--- src/rtl/mem_arbiter_pkg.sv ---
// Shared definitions for the main-memory arbiter: FSM state encodings and
// the owner encoding used for tie-breaking and data routing.
package mem_arbiter_pkg;

    typedef enum logic [1:0] {
        ST_IDLE  = 2'd0,
        ST_GNT_I = 2'd1,
        ST_GNT_D = 2'd2,
        ST_DRAIN = 2'd3
    } arb_state_t;

    typedef enum logic {
        OWN_I = 1'b0,
        OWN_D = 1'b1
    } owner_t;

endpackage

--- src/rtl/outstanding_ctr.sv ---
// Up/down counter of in-flight memory reads. It stops at 0 and at MAX and
// exposes full/empty flags to the arbiter.
module outstanding_ctr #(
    parameter int MAX = 4,
    parameter int W   = 3
) (
    input  logic clk,
    input  logic rst,
    input  logic inc,
    input  logic dec,
    output logic full,
    output logic empty
);

    localparam logic [W-1:0] MAX_CNT = W'(MAX);

    logic [W-1:0] count;
    logic         dec_ok;

    // A data-valid with nothing in flight is spurious and must not underflow.
    assign dec_ok = dec & ~empty;
    assign full   = (count == MAX_CNT);
    assign empty  = (count == '0);

    // NOTE: sequential state uses non-blocking assignments so every flop
    // samples the pre-edge values, regardless of process ordering.
    always_ff @(posedge clk or posedge rst) begin
        if (rst) begin
            count <= '0;
        end else if (inc && !dec_ok && !full) begin
            count <= count + 1'b1;
        end else if (dec_ok && !inc) begin
            count <= count - 1'b1;
        end
    end

endmodule

--- src/rtl/mem_arbiter.sv ---
// Shares the pipelined main memory between the I-cache and D-cache refill
// FSMs: one owner at a time, held until it drops its request, no preemption.
module mem_arbiter
    import mem_arbiter_pkg::*;
#(
    parameter int ADDR_W  = 16,
    parameter int DATA_W  = 16,
    parameter int MAX_OUT = 4,
    parameter int CNT_W   = 3
) (
    input  logic              clk,
    input  logic              rst,
    input  logic              i_req,
    input  logic [ADDR_W-1:0] i_addr,
    input  logic              d_req,
    input  logic              d_wr,
    input  logic [ADDR_W-1:0] d_addr,
    input  logic [DATA_W-1:0] d_wdata,
    input  logic              mem_data_vld,
    output logic              mem_en,
    output logic              mem_wr,
    output logic [ADDR_W-1:0] mem_addr,
    output logic [DATA_W-1:0] mem_wdata,
    output logic              i_grant,
    output logic              d_grant,
    output logic              i_data_vld,
    output logic              d_data_vld,
    output logic              i_pause,
    output logic              d_pause
);

    arb_state_t state, state_nxt;
    owner_t     last_owner, last_owner_nxt;

    logic gnt_i_st, gnt_d_st;
    logic cnt_full, cnt_empty;
    logic throttle, vld_ok;

    assign gnt_i_st = (state == ST_GNT_I);
    assign gnt_d_st = (state == ST_GNT_D);
    assign throttle = (gnt_i_st | gnt_d_st) & cnt_full & ~mem_data_vld;
    assign vld_ok   = mem_data_vld & ~cnt_empty;

    outstanding_ctr #(
        .MAX (MAX_OUT),
        .W   (CNT_W)
    ) u_outstanding (
        .clk   (clk),
        .rst   (rst),
        .inc   (mem_en & ~mem_wr),
        .dec   (mem_data_vld),
        .full  (cnt_full),
        .empty (cnt_empty)
    );

    always_ff @(posedge clk or posedge rst) begin
        if (rst) begin
            state      <= ST_IDLE;
            last_owner <= OWN_I;
        end else begin
            state      <= state_nxt;
            last_owner <= last_owner_nxt;
        end
    end

    // NOTE: every signal driven here gets a default first so no path leaves
    // it unassigned, which would otherwise infer a latch.
    always_comb begin
        state_nxt      = state;
        last_owner_nxt = last_owner;
        case (state)
            ST_IDLE: begin
                // On a tie the requester that did not own memory last wins.
                if (i_req && d_req) begin
                    state_nxt = (last_owner == OWN_D) ? ST_GNT_I : ST_GNT_D;
                end else if (d_req) begin
                    state_nxt = ST_GNT_D;
                end else if (i_req) begin
                    state_nxt = ST_GNT_I;
                end
            end
            ST_GNT_I: begin
                if (!i_req) begin
                    last_owner_nxt = OWN_I;
                    state_nxt      = cnt_empty ? ST_IDLE : ST_DRAIN;
                end
            end
            ST_GNT_D: begin
                if (!d_req) begin
                    last_owner_nxt = OWN_D;
                    state_nxt      = cnt_empty ? ST_IDLE : ST_DRAIN;
                end
            end
            ST_DRAIN: begin
                if (cnt_empty) begin
                    state_nxt = ST_IDLE;
                end
            end
            default: state_nxt = ST_IDLE;
        endcase
    end

    always_comb begin
        mem_en     = 1'b0;
        mem_wr     = 1'b0;
        mem_addr   = '0;
        mem_wdata  = '0;
        i_grant    = gnt_i_st;
        d_grant    = gnt_d_st;
        i_data_vld = 1'b0;
        d_data_vld = 1'b0;
        case (state)
            ST_GNT_I: begin
                mem_en     = i_req & ~throttle;
                mem_addr   = i_addr;
                i_data_vld = vld_ok;
            end
            ST_GNT_D: begin
                mem_en     = d_req & ~throttle;
                mem_wr     = d_wr;
                mem_addr   = d_addr;
                mem_wdata  = d_wdata;
                d_data_vld = vld_ok;
            end
            ST_DRAIN: begin
                // Late read data still belongs to the owner that just released.
                i_data_vld = vld_ok & (last_owner == OWN_I);
                d_data_vld = vld_ok & (last_owner == OWN_D);
            end
            default: ;
        endcase
        // Pauses are masked during reset so every output reads 0 while it is held.
        i_pause = ~rst & ((i_req & ~gnt_i_st) | (gnt_i_st & throttle));
        d_pause = ~rst & ((d_req & ~gnt_d_st) | (gnt_d_st & throttle));
    end

endmodule
--- config.mk ---
export PLATFORM = sky130hd
export DESIGN_NAME = mem_arbiter
export DESIGN_NICKNAME = d
export VERILOG_FILES = /design/src/rtl/mem_arbiter_pkg.sv /design/src/rtl/outstanding_ctr.sv /design/src/rtl/mem_arbiter.sv
export SDC_FILE = /design/constraint.sdc
export NUM_CORES = 1
export LEC_CHECK = 0
export ABC_AREA = 1
export BUFFER_PORTS_ARGS = -buffer_cell sky130_fd_sc_hd__buf_2
export CAP_MARGIN = 10
export CORE_ASPECT_RATIO = 0.8
export CORE_MARGIN = 2
export CORE_UTILIZATION = 32
export CTS_CLUSTER_SIZE = 14
export DETAILED_ROUTE_END_ITERATION = 7
export HOLD_SLACK_MARGIN = 0.02
export PLACE_DENSITY_LB_ADDON = 0.12
export SLEW_MARGIN = 20
export SYNTH_ARGS = -nofsm -noshare
export SYNTH_HDL_FRONTEND = slang
export SYNTH_SLANG_ARGS = --single-unit
export TNS_END_PERCENT = 30
--- constraint.sdc ---
create_clock -name clk -period 1.9 [get_ports clk]
set_input_delay 0.19 -clock clk [delete_from_list [all_inputs] [get_ports clk]]
set_output_delay 0.19 -clock clk [all_outputs]
set_load 0.03 [all_outputs]
Yosys cells after proc, flatten, opt, wreduce, memory -nomap -nowiden
Index checks and enable logic that the tools add are counted.
- register bits: 6
- input port bits: 54
- output and inout port bits: 40
- logic and storage cells: 71
- add/subtract/negate cells: 2
- equal/unequal tests: 8
- multiplexer cells: 20
- bitwise logic cells: 25
- reduce and logical (&&, ||, !) cells: 13
- operator list (kind ; number):
    $pmux W16 S2 ; 1
    $mux W16 ; 1
    $mux W2 ; 8
    $and A1 B1 Y1 ; 14
    $not A1 Y1 ; 8
    $pmux W1 S2 ; 4
    $pmux W2 S4 ; 1
    $mux W3 ; 2
    $ne A2 B2 Y1 const B ; 3
    $eq A2 B2 Y1 const B ; 2
    $logic_and A1 B1 Y1 ; 4
    $ne A4 B4 Y1 const B ; 1
    $reduce_and A4 Y1 ; 1
    $reduce_bool A2 Y1 ; 2
    $add A3 B1 Y3 const B ; 1
    $eq A3 B3 Y1 const B ; 1
    $logic_not A1 Y1 ; 3
    $logic_not A3 Y1 ; 1
    $mux W1 ; 3
    $or A1 B1 Y1 ; 3
    $reduce_and A3 Y1 ; 1
    $sub A3 B1 Y3 const B ; 1
    $eq A2 B1 Y1 const B ; 1
    $logic_not A2 Y1 ; 1

Longest topological paths before layout
Gate-level depths: netlist (run 1).
- depth after elaboration: 12
- gate-level depth with buffers: 13
- depth with buffers taken out: 13

By module
From an unflattened synthesis (run 1), not the netlist that was laid out.
- cell total of the unflattened synthesis: 180
- area total of the unflattened synthesis: 1027.2 um2
- by module, submodules not included (module ; times used ; cells each ; area each (um2) ; seq. area each (um2)):
    mem_arbiter ; 1 ; 150 ; 817.0 ; 75.1
    outstanding_ctr ; 1 ; 30 ; 210.2 ; 75.1

Least setup slack after synthesis (run 1)
No wires, ideal clock.
- kind: reg2out
- start point: register state[1]
- end point: output mem_addr[9]
- arrival: 1845 ps
- required time: 1710 ps
- setup slack: -135 ps
- cell stages (with the launch flop): 7
- path buffers: 2
- path through: dfrtp_1 > inv_1 > ha_1 > buf_2 > buf_2 > nand2_1 > a21oi_1
- word-level cells in the longest chain between the ends: 2
- elaborated cells on any way between the ends: 3
- those cells by class: 2 x eq/ne; 1 x mux
- RTL lines (item ; RTL line ; RTL):
    start: declaration ; mem_arbiter.sv:32 ; arb_state_t state, state_nxt;
    start signal: assignment ; mem_arbiter.sv:61 ; state <= state_nxt;
    $eq A2 B1 Y1 ; n/a ;
    named net i_grant ; mem_arbiter.sv:24 ; output logic i_grant,
    $pmux W16 S2 ; mem_arbiter.sv:112 ; case (state)
    end: declaration ; mem_arbiter.sv:22 ; output logic [ADDR_W-1:0] mem_addr,
The timed path passes the listed nets, and every way through them passes these cells.

Final worst setup path (run 1)
- start point: register state[0]
- end point: output i_pause
- word-level cells in the longest chain between the ends: 7
- elaborated cells on any way between the ends: 10
- those cells by class: 2 x eq/ne; 8 x bitwise
- RTL lines (item ; RTL line ; RTL):
    $eq A2 B1 Y1 or $eq A2 B2 Y1 (tied branches) ; mem_arbiter.sv:39, mem_arbiter.sv:40 ;
    $or A1 B1 Y1 ; mem_arbiter.sv:41 ; assign throttle = (gnt_i_st | gnt_d_st) & cnt_full & ~mem_data_vld;
    $and A1 B1 Y1 (2 in a row) ; mem_arbiter.sv:41 ;
    $and A1 B1 Y1 ; mem_arbiter.sv:133 ; i_pause = ~rst & ((i_req & ~gnt_i_st) | (gnt_i_st & throttle));
    $or A1 B1 Y1 (*) ; mem_arbiter.sv:133 ;
    $and A1 B1 Y1 (*) ; mem_arbiter.sv:133 ;
    end: declaration ; mem_arbiter.sv:28 ; output logic i_pause,
Every way passes the cells marked *; elsewhere a longest branch is shown, timed or not.

==> results of run 1 <==
==> power breakdown <==
group | leakage [nW] | total (W) | switching [W] | internal (W)
Clock | 0.0138 | 0.000121 | 0.0000490 | 0.0000717
Combinational | 0.939 | 0.00262 | 0.00170 | 0.000924
Sequential | 0.0712 | 0.000271 | 0.0000684 | 0.000203
Total | 1.02 | 0.00302 | 0.00182 | 0.00120
==> per-stage QoR <==
step / hold slack, ns / utilization, % / power [W] / worst slack [ns] / setup TNS [ns]
CTS: 0.356 / 56.0 / 0.00291 / 0.00312 / 0
detailed placement: 0.140 / 54.7 / 0.00277 / -0.0582 / -0.0582
finish: 0.362 / 58.5 / 0.00302 / 0.0880 / 0
global placement: 0.147 / 54.7 / 0.00277 / 0.0298 / 0
global route: 0.443 / 58.5 / 0.00334 / -0.0444 / -0.0903
floorplan: -0.00743 / - / 0.00205 / -0.134 / -1.40
==> tightest hold or removal path: stages <==
cell     delay (ns)
buf_2          0.11
nand2_1        0.05
o21ai_1        0.11
o21ai_0        0.10
==> sequential cells by signal, summed over array words and instances, names as in the netlist <==
signal / cells
u_outstanding.count: 3
state: 2
last_owner: 1
==> cell usage after synthesis (3+ instances only) <==
| cell | count | area (um2) |
|---|---|---|
| nor2_2 | 3 | 18.8 |
| o21ai_0 | 5 | 25.0 |
| a21oi_1 | 24 | 120 |
| buf_2 | 5 | 25.0 |
| nand2_2 | 3 | 18.8 |
| nand2_1 | 68 | 255 |
| inv_2 | 4 | 15.0 |
| nand3_1 | 4 | 20.0 |
| inv_1 | 28 | 105 |
| ha_1 | 5 | 62.6 |
| nor2_1 | 4 | 15.0 |
| dfrtp_1 | 6 | 150 |
==> how the worst max path moves through the flow <==
stage,end,depth (start not counted),from
final,i_pause,7,state[0]
after global routing,u_outstanding.count[2],12,state[0]
after floorplan,mem_addr[4],6,state[1]
after detailed placement,u_outstanding.count[2],12,state[0]
after CTS,i_pause,7,state[1]
after global placement,u_outstanding.count[2],12,state[0]
==> cells by family after synthesis <==
group / count (synthesis) / share of synthesized area [%]
AO/OA/AOI/OAI: 30 / 16.8
adder cells (fa/ha/maj): 6 / 9.22
buffers and inverters: 39 / 17.5
flip-flops: 6 / 16.8
AND/OR/NAND/NOR: 85 / 39.8
==> cells in the final DEF, fill, tap and decap left out, drive strengths merged <==
cell	instances
nand3	5
and2	1
nand2	71
a21oi	24
clkbuf	6
dfrtp	6
ha	5
dlygate4sd3	1
nor2	7
fa	1
buf	102
inv	32
o21ai	6
nand4	1
==> final cells by class <==
class	count	area [um2]	share of cell area, %
tap	38	47.5	3.01
inverter	32	120	7.61
timing repair buffer	106	601	38.0
clock buffer	3	22.5	1.43
multi-input combinational	121	638	40.4
sequential	6	150	9.51
==> metal layers <==
layer,vias up,GRT usage [%],share of wire (%)
met5,-,0,0
met4,0,8.15,0.84
met3,4,2.86,7.4
met2,38,30.5,47
met1,541,22.4,45
li1,705,-,-
==> repair_timing <==
item / 4_1_cts / 5_1_grt
endpoints found under the hold margin: 6 / 0
endpoints found under the setup margin: 2 / 22
resized for setup: 1 / 21
hold buffers: 1 / 0
pin swaps: 0 / 1
buffers inserted: 0 / 2
==> impl_metrics.csv, run 1 <==
group,metric,value,unit
status,status,"finished, final reports clean",
yosys,synth_flop_cell,"dfrtp_1",
floorplanning,row_count,17,
grt,overflow,0,
place,dpl_cell_area,1480,um2
setup_path,crit_path_top_delay_cell,"dfrtp_1",
layout,finish.instance_area,1580,um2
sta,setup_viol,0,
power,powerDensity,1910,nW/um2
setup_path,start_kind,"flip-flop",
sta,slew_viol_final,0,
grt,antenna_found_initial,0,
setup_path,arrival,1.62,ns
clocking,cts_buffers,3,
layout,diodes,0,
sta,skew,0.00807,ns
worst_hold_path,hold-path-cell-count,4,
yosys,syn_avg_cell_area,5.40,um2
sta,slew_headroom,80.9,%
layout,fin_nets,330,
clocking,root_buffer,"clkbuf_4",
floorplanning,die_y,51.3,um
setup_path,end_kind,"primary output",
worst_hold_path,hold_class,"input pin to flip-flop",
worst_hold_path,min_from,"d_req",
floorplanning,start_util,33.2,%
setup_path,r2r_cells,10,
clocking,cts_tree,"done",
setup_path,crit_chain,"buf_4, buf_4, ha_2, buf_12, o21ai_0, a21oi_1, buf_4",
sta,min_period,1.81,ns
setup_path,critPathBufInv,4,
yosys,postSynthCellCount,166,
power,p_leak,1.02,nW
clocking,clkLatencyLatePin,0.25,ns
setup_path,cp.required,1.71,ns
layout,fill_cells,279,
clocking,cts_max_path_buffers,2,
yosys,synth-seq-cells,6,
setup_path,max_stage_delay,0.38,ns
setup_path,r2r_start,"state[0]",
route,drt-vias-per-instance,4.21,
place,place_hpwl,2320,um
setup_path,r2r-end,"u_outstanding.count[1]",
power,vdd_drop_max,0.802,mV
grt,grt_pass1_wl,4740,um
place,port_buffers,93,
job,cap_violations,0,
setup_path,worst_path_most_repeated_cell,"buf_4",
route,ant_nets,0,
route,vias,1288,
route,drt_iter0_drc,41,
setup_path,reg2reg_setup_slack,0.14,ns
yosys,yosysUniqueCellTypes,19,
clocking,cts_num_sinks,6,
yosys,syn-num-nets,226,
setup_path,path_delay_family,"buffers and inverters",
worst_hold_path,worstHoldEndpoint,"last_owner",
sta,rsz0062_at_grt,"true",
clocking,cts-htree-levels,1,
grt,grt_pass1_vias,1136,
yosys,synth_edf_count,0,
floorplanning,core,2700,um2
route,routedWlPerCell,9.37,um
yosys,async_flop_share,100,%
sta,max_slew.worst_pin.slew,0.287,ns
setup_path,critPathKind,"flip-flop to primary output",
place,placed_cells,300,
setup_path,crit_fanout,18,
layout,layout-drive-gt1-share,48.9,%
route,routed_wl,2870,um
grt,grtUsageTotal,17.9,%
sta,post-route-period-util,95.4,%
floorplanning,fp.dieW,63.2,um
sta,hold_viol_final,0,
yosys,netlist_area,896,um2
yosys,synth_warnings,0,
sta,fmax,0.552,GHz
clocking,path_clk_slew,0.05,ns
route,drt-pass1-iter-count,4,
floorplanning,dieArea,3240,um2
grt,grt_max_degree,19,
place,gp_congestion,0.764,
layout,syn2layout_area_growth,76.3,%
yosys,seq_area_frac_synth,16.8,%
floorplanning,ios,94,
route,route.detailed.drc,0,
layout,stdcell_count,306,
(Power assumes the default switching activity.)
==> run 2, diff against run 1 <==
--- a/config.mk
+++ b/config.mk
@@ -15,6 +15,7 @@
 export DETAILED_ROUTE_END_ITERATION = 7
 export HOLD_SLACK_MARGIN = 0.02
 export PLACE_DENSITY_LB_ADDON = 0.12
+export RECOVER_POWER = 100
 export SLEW_MARGIN = 20
 export SYNTH_ARGS = -nofsm -noshare
 export SYNTH_HDL_FRONTEND = slang
==> impl_metrics.csv, run 2 (same netlist as run 1, synthesis figures left out) <==
group,metric,value,unit
power,p_sw,0.00182,W
place,place_hpwl,2320,um
route,ant_nets,0,
clocking,cts_tree,"done",
job,cap_violations,0,
power,pwr-share-seq,9.0,%
setup_path,critPathKind,"flip-flop to primary output",
sta,skew,0.00807,ns
clocking,clkLatencyLatePin,0.25,ns
power,combPwrFrac,87.0,%
route,routedWlPerCell,9.37,um
floorplanning,die_y,51.3,um
route,drt-vias-per-instance,4.20,
layout,most-common-layout-cells,"83 x buf_2, 68 x nand2_1, 26 x inv_1",
layout,layout-drive-gt1-share,48.5,%
clocking,root_buffer,"clkbuf_4",
route,drt-pass1-iter-count,4,
setup_path,arrival,1.62,ns
setup_path,r2r_cells,10,
grt,grtUsageTotal,17.9,%
setup_path,crit_fanout,18,
power,powerDensity,1910,nW/um2
route,vias,1285,
sta,min_period,1.81,ns
power,p_leak,1.02,nW
power,vdd_drop_max,0.802,mV
floorplanning,row_count,17,
place,gp_congestion,0.764,
worst_hold_path,hold_class,"input pin to flip-flop",
layout,syn2layout_area_growth,76.1,%
floorplanning,fp.dieW,63.2,um
setup_path,reg2reg_setup_slack,0.14,ns
layout,diodes,0,
route,drt_iter0_drc,39,
power,swShare,60.3,%
layout,final_common_cell,"buf_2",
setup_path,start_kind,"flip-flop",
setup_path,end_kind,"primary output",
setup_path,cp.required,1.71,ns
layout,largest_register_ffs,3,
sta,hold_viol_final,0,
sta,setup_viol,0,
worst_hold_path,hold-path-cell-count,4,
floorplanning,ios,94,
clocking,cts_num_sinks,6,
sta,post-route-period-util,95.5,%
clocking,path_clk_slew,0.05,ns
sta,slew_headroom,76.2,%
clocking,cts-htree-levels,1,
floorplanning,dieArea,3240,um2
sta,slew_viol_final,0,
route,route.detailed.drc,0,
power,intPower,0.00120,W
clocking,cts_buffers,3,
layout,top_register,"u_outstanding.count",
floorplanning,core,2700,um2
route,routed_wl,2870,um
layout,fill_cells,279,
clocking,cts_max_path_buffers,2,
floorplanning,start_util,33.2,%
place,port_buffers,93,
grt,antenna_found_initial,0,
grt,overflow,0,
sta,rsz0062_at_grt,"true",
status,status,"finished, final reports clean",
grt,grt_max_degree,19,
grt,grt_pass1_vias,1136,
power,clkPwrFrac,4.0,%
layout,fin_util,58.4,%
sta,timing.hold.ws,0.359,ns
grt,grt_pass1_wl,4740,um
sta,max_slew.worst_pin.slew,0.359,ns
sta,fmax,0.551,GHz
layout,largestRegisters,"u_outstanding.count: 3 flops, state: 2 flops, last_owner: 1 flops",
layout,fin_nets,330,
-- run 2: worst paths after layout --
path                                               end                    from
worst min-delay path                        last_owner                   d_req
worst min register to register  u_outstanding.count[2]  u_outstanding.count[2]
max in group asynchronous       u_outstanding.count[0]                     rst
worst max-delay path                           i_pause                state[0]
worst max register to register  u_outstanding.count[1]                state[0]
min in group asynchronous       u_outstanding.count[1]                     rst
-- run 2: routing by layer --
metal / share of wire (%) / global-route usage [%] / up-vias
li1: - / - / 704
met1: 44 / 22.4 / 539
met2: 47 / 30.5 / 38
met3: 7.4 / 2.86 / 4
met4: 0.84 / 8.15 / 0
met5: 0 / 0 / -
-- run 2: power groups by stage --
stage                     sequential, W  combinational, W  clock (W)
after floorplan                0.000259           0.00179          0
after global placement         0.000270           0.00250          0
after detailed placement       0.000270           0.00250          0
after CTS                      0.000268           0.00251   0.000130
after global routing           0.000279           0.00293   0.000132
final                          0.000271           0.00262   0.000121
-- run 2: per-stage QoR --
step | cells | setup TNS, ns | cell area, um2 | worst slack, ns | power [W]
global placement | 300 | 0 | 1480 | 0.0298 | 0.00277
finish | 306 | 0 | 1580 | 0.0863 | 0.00301
CTS | 304 | 0 | 1510 | 0.00312 | 0.00291
global route | 306 | -0.130 | 1580 | -0.0444 | 0.00334
floorplan | 166 | -1.40 | 915 | -0.134 | 0.00205
detailed placement | 300 | -0.0582 | 1480 | -0.0582 | 0.00277
-- run 2: area by class of cell --
cell class,instances,area [um2],area share [%]
clock buffer,3,22.5,1.43
inverter,32,120,7.61
multi-input combinational,121,638,40.4
sequential,6,150,9.52
tap,38,47.5,3.01
timing repair buffer,106,599,38.0
-- run 2: critical path: stages (launching register included) --
cell and delay, ns:
dfrtp_1 0.38, buf_4 0.13, buf_4 0.12, ha_2 0.21, buf_12 0.16, o21ai_0 0.15, a21oi_1 0.06, buf_4 0.17
-- run 2: what timing repair did --
| item | in CTS | in global routing |
|---|---|---|
| gates cloned | 0 | 0 |
| setup endpoints to repair | 2 | 22 |
| endpoints found under the hold margin | 6 | 0 |
| buffers inserted | 0 | 2 |
| hold buffers | 1 | 0 |
| pin swaps | 0 | 1 |
| gates resized for setup | 1 | 21 |
==> run 3, diff against run 2 <==
--- a/config.mk
+++ b/config.mk
@@ -13,6 +13,7 @@
 export CORE_UTILIZATION = 32
 export CTS_CLUSTER_SIZE = 14
 export DETAILED_ROUTE_END_ITERATION = 7
+export GPL_TIMING_DRIVEN = 0
 export HOLD_SLACK_MARGIN = 0.02
 export PLACE_DENSITY_LB_ADDON = 0.12
 export RECOVER_POWER = 100
==> impl_metrics.csv, run 3 (same netlist as run 1, synthesis figures left out) <==
group,metric,value,unit
route,routed_wl,3060,um
setup_path,r2r_start,"state[0]",
sta,post-route-period-util,95.4,%
route,drt-vias-per-instance,4.22,
route,drt_iter0_drc,36,
setup_path,max_stage_delay,0.38,ns
floorplanning,core,2700,um2
place,placed_cells,297,
sta,setup_viol,0,
power,p_leak,1.02,nW
floorplanning,die_y,51.3,um
power,total_power,0.00314,W
job,cap_violations,0,
layout,fin_nets,329,
clocking,cts_num_sinks,6,
sta,slew_headroom,76.2,%
layout,stdcell_count,305,
floorplanning,fp.dieW,63.2,um
layout,syn2layout_area_growth,79.1,%
setup_path,end_kind,"primary output",
layout,most-common-layout-cells,"79 x buf_2, 68 x nand2_1, 26 x inv_1",
power,vdd_drop_max,0.847,mV
clocking,cts_tree,"done",
grt,antenna_found_initial,0,
layout,diodes,0,
power,intPower,0.00125,W
sta,max_slew.worst_pin.slew,0.358,ns
setup_path,r2r_cells,9,
sta,timing.hold.ws,0.380,ns
sta,rsz0062_at_grt,"true",
route,drt-pass1-iter-count,4,
place,place_hpwl,2350,um
sta,skew,0.00636,ns
clocking,clkLatencyLatePin,0.25,ns
worst_hold_path,min_from,"d_req",
layout,final_common_cell,"buf_2",
layout,largest_register_ffs,3,
route,route.detailed.drc,0,
sta,hold_viol_final,0,
setup_path,crit_fanout,5,
power,powerDensity,1960,nW/um2
layout,largestRegisters,"u_outstanding.count: 3 flops, state: 2 flops, last_owner: 1 flops",
grt,grtUsageTotal,18.2,%
setup_path,crit_path_top_delay_cell,"dfrtp_1",
grt,grt_max_degree,11,
setup_path,start_kind,"flip-flop",
clocking,path_clk_slew,0.05,ns
setup_path,crit_chain,"inv_2, ha_4, inv_4, nor2_2, nand3_2, a21oi_1, clkbuf_4",
setup_path,reg2reg_setup_slack,0.09,ns
worst_hold_path,hold-path-cell-count,4,
setup_path,r2r-end,"u_outstanding.count[1]",
floorplanning,row_count,17,
clocking,root_buffer,"clkbuf_4",
clocking,cts_max_path_buffers,2,
route,routedWlPerCell,10.0,um
setup_path,arrival,1.62,ns
power,clkPwrFrac,3.9,%
sta,min_period,1.81,ns
worst_hold_path,worstHoldEndpoint,"last_owner",
floorplanning,start_util,33.2,%
setup_path,cp.required,1.71,ns
layout,layout-drive-gt1-share,48.3,%
route,ant_nets,0,
sta,slew_viol_final,0,
grt,grt_pass1_vias,1137,
layout,top_register,"u_outstanding.count",
place,port_buffers,93,
floorplanning,dieArea,3240,um2
power,p_sw,0.00189,W
clocking,cts_buffers,3,
sta,final.setup.tns,0,ns
sta,fmax,0.552,GHz
status,status,"finished, final reports clean",
place,gp_congestion,0.865,
setup_path,critPathKind,"flip-flop to primary output",
clocking,cts-htree-levels,1,
power,pwr-share-seq,8.7,%
layout,fin_util,59.4,%
floorplanning,ios,94,
worst_hold_path,hold_class,"input pin to flip-flop",
route,vias,1288,
power,swShare,60.3,%
power,combPwrFrac,87.3,%
grt,overflow,0,
grt,grt_pass1_wl,4770,um
layout,fill_cells,279,
-- run 3: changes by cell type in the layout (fill, tap and decap cells not counted) --
cell	change
buf_2	-4
inv_4	+1
nor2_2	-1
ha_2	-1
buf_6	+5
nor2_4	+1
ha_4	+1
buf_12	-1
buf_4	-1
inv_2	-1
-- run 3: area by class of cell --
type	instances	area (um2)	share of cell area [%]
Buffer	7	68.8	4.29
Clock buffer	3	22.5	1.40
Inverter	32	123	7.64
Multi-Input combinational cell	121	653	40.7
Sequential cell	6	150	9.36
Tap cell	38	47.5	2.96
Timing Repair Buffer	98	539	33.6
-- run 3: what timing repair did --
action,4_1_cts,5_1_grt
hold endpoints to repair,6,0
hold buffers,1,0
setup buffers,2,2
pin swaps,0,1
setup endpoints to repair,38,35
resized for setup,17,23
-- run 3: how the worst max path moves through the flow --
stage               startpoint                endpoint  cells after the start
floorplan             state[1]             mem_addr[4]                      6
global placement      state[0]  u_outstanding.count[2]                     11
detailed placement    state[0]  u_outstanding.count[2]                     11
CTS                   state[0]  u_outstanding.count[2]                     12
global route          state[0]  u_outstanding.count[2]                     12
finish                state[0]                 i_pause                      7
-- run 3: stage by stage --
stage | area [um2] | worst slack (ns)
4_1_cts | 1520 | -0.00653
5_1_grt | 1600 | -0.0489
3_5_place_dp | 1430 | -0.165
6_report | 1600 | 0.0881
3_3_place_gp | 1430 | -0.168
2_1_floorplan | 915 | -0.134
-- run 3: routing by layer --
metal / up-vias / GRT usage (%) / part of all wire (%)
met5: - / 0 / 0
met1: 534 / 21.7 / 43
met3: 4 / 3.74 / 8.2
met4: 0 / 6.30 / 0.69
li1: 706 / - / -
met2: 44 / 32.6 / 48
-- run 3: power groups by stage --
stage               clock network, W  registers (W)  logic (W)
global placement                   0       0.000271    0.00236
detailed placement                 0       0.000273    0.00236
floorplan                          0       0.000259    0.00179
CTS                         0.000123       0.000274    0.00255
finish                      0.000124       0.000274    0.00274
global route                0.000128       0.000284    0.00302
-- run 3: critical path, delay by kind of cell, from the launching register on --
family | cells | cell delay [ns]
AOI/OAI and AO/OA | 1 | 0.15
DFF | 1 | 0.38
and+or+nand+nor | 2 | 0.21
buffers and inverters | 3 | 0.35
adders and majority gates | 1 | 0.28
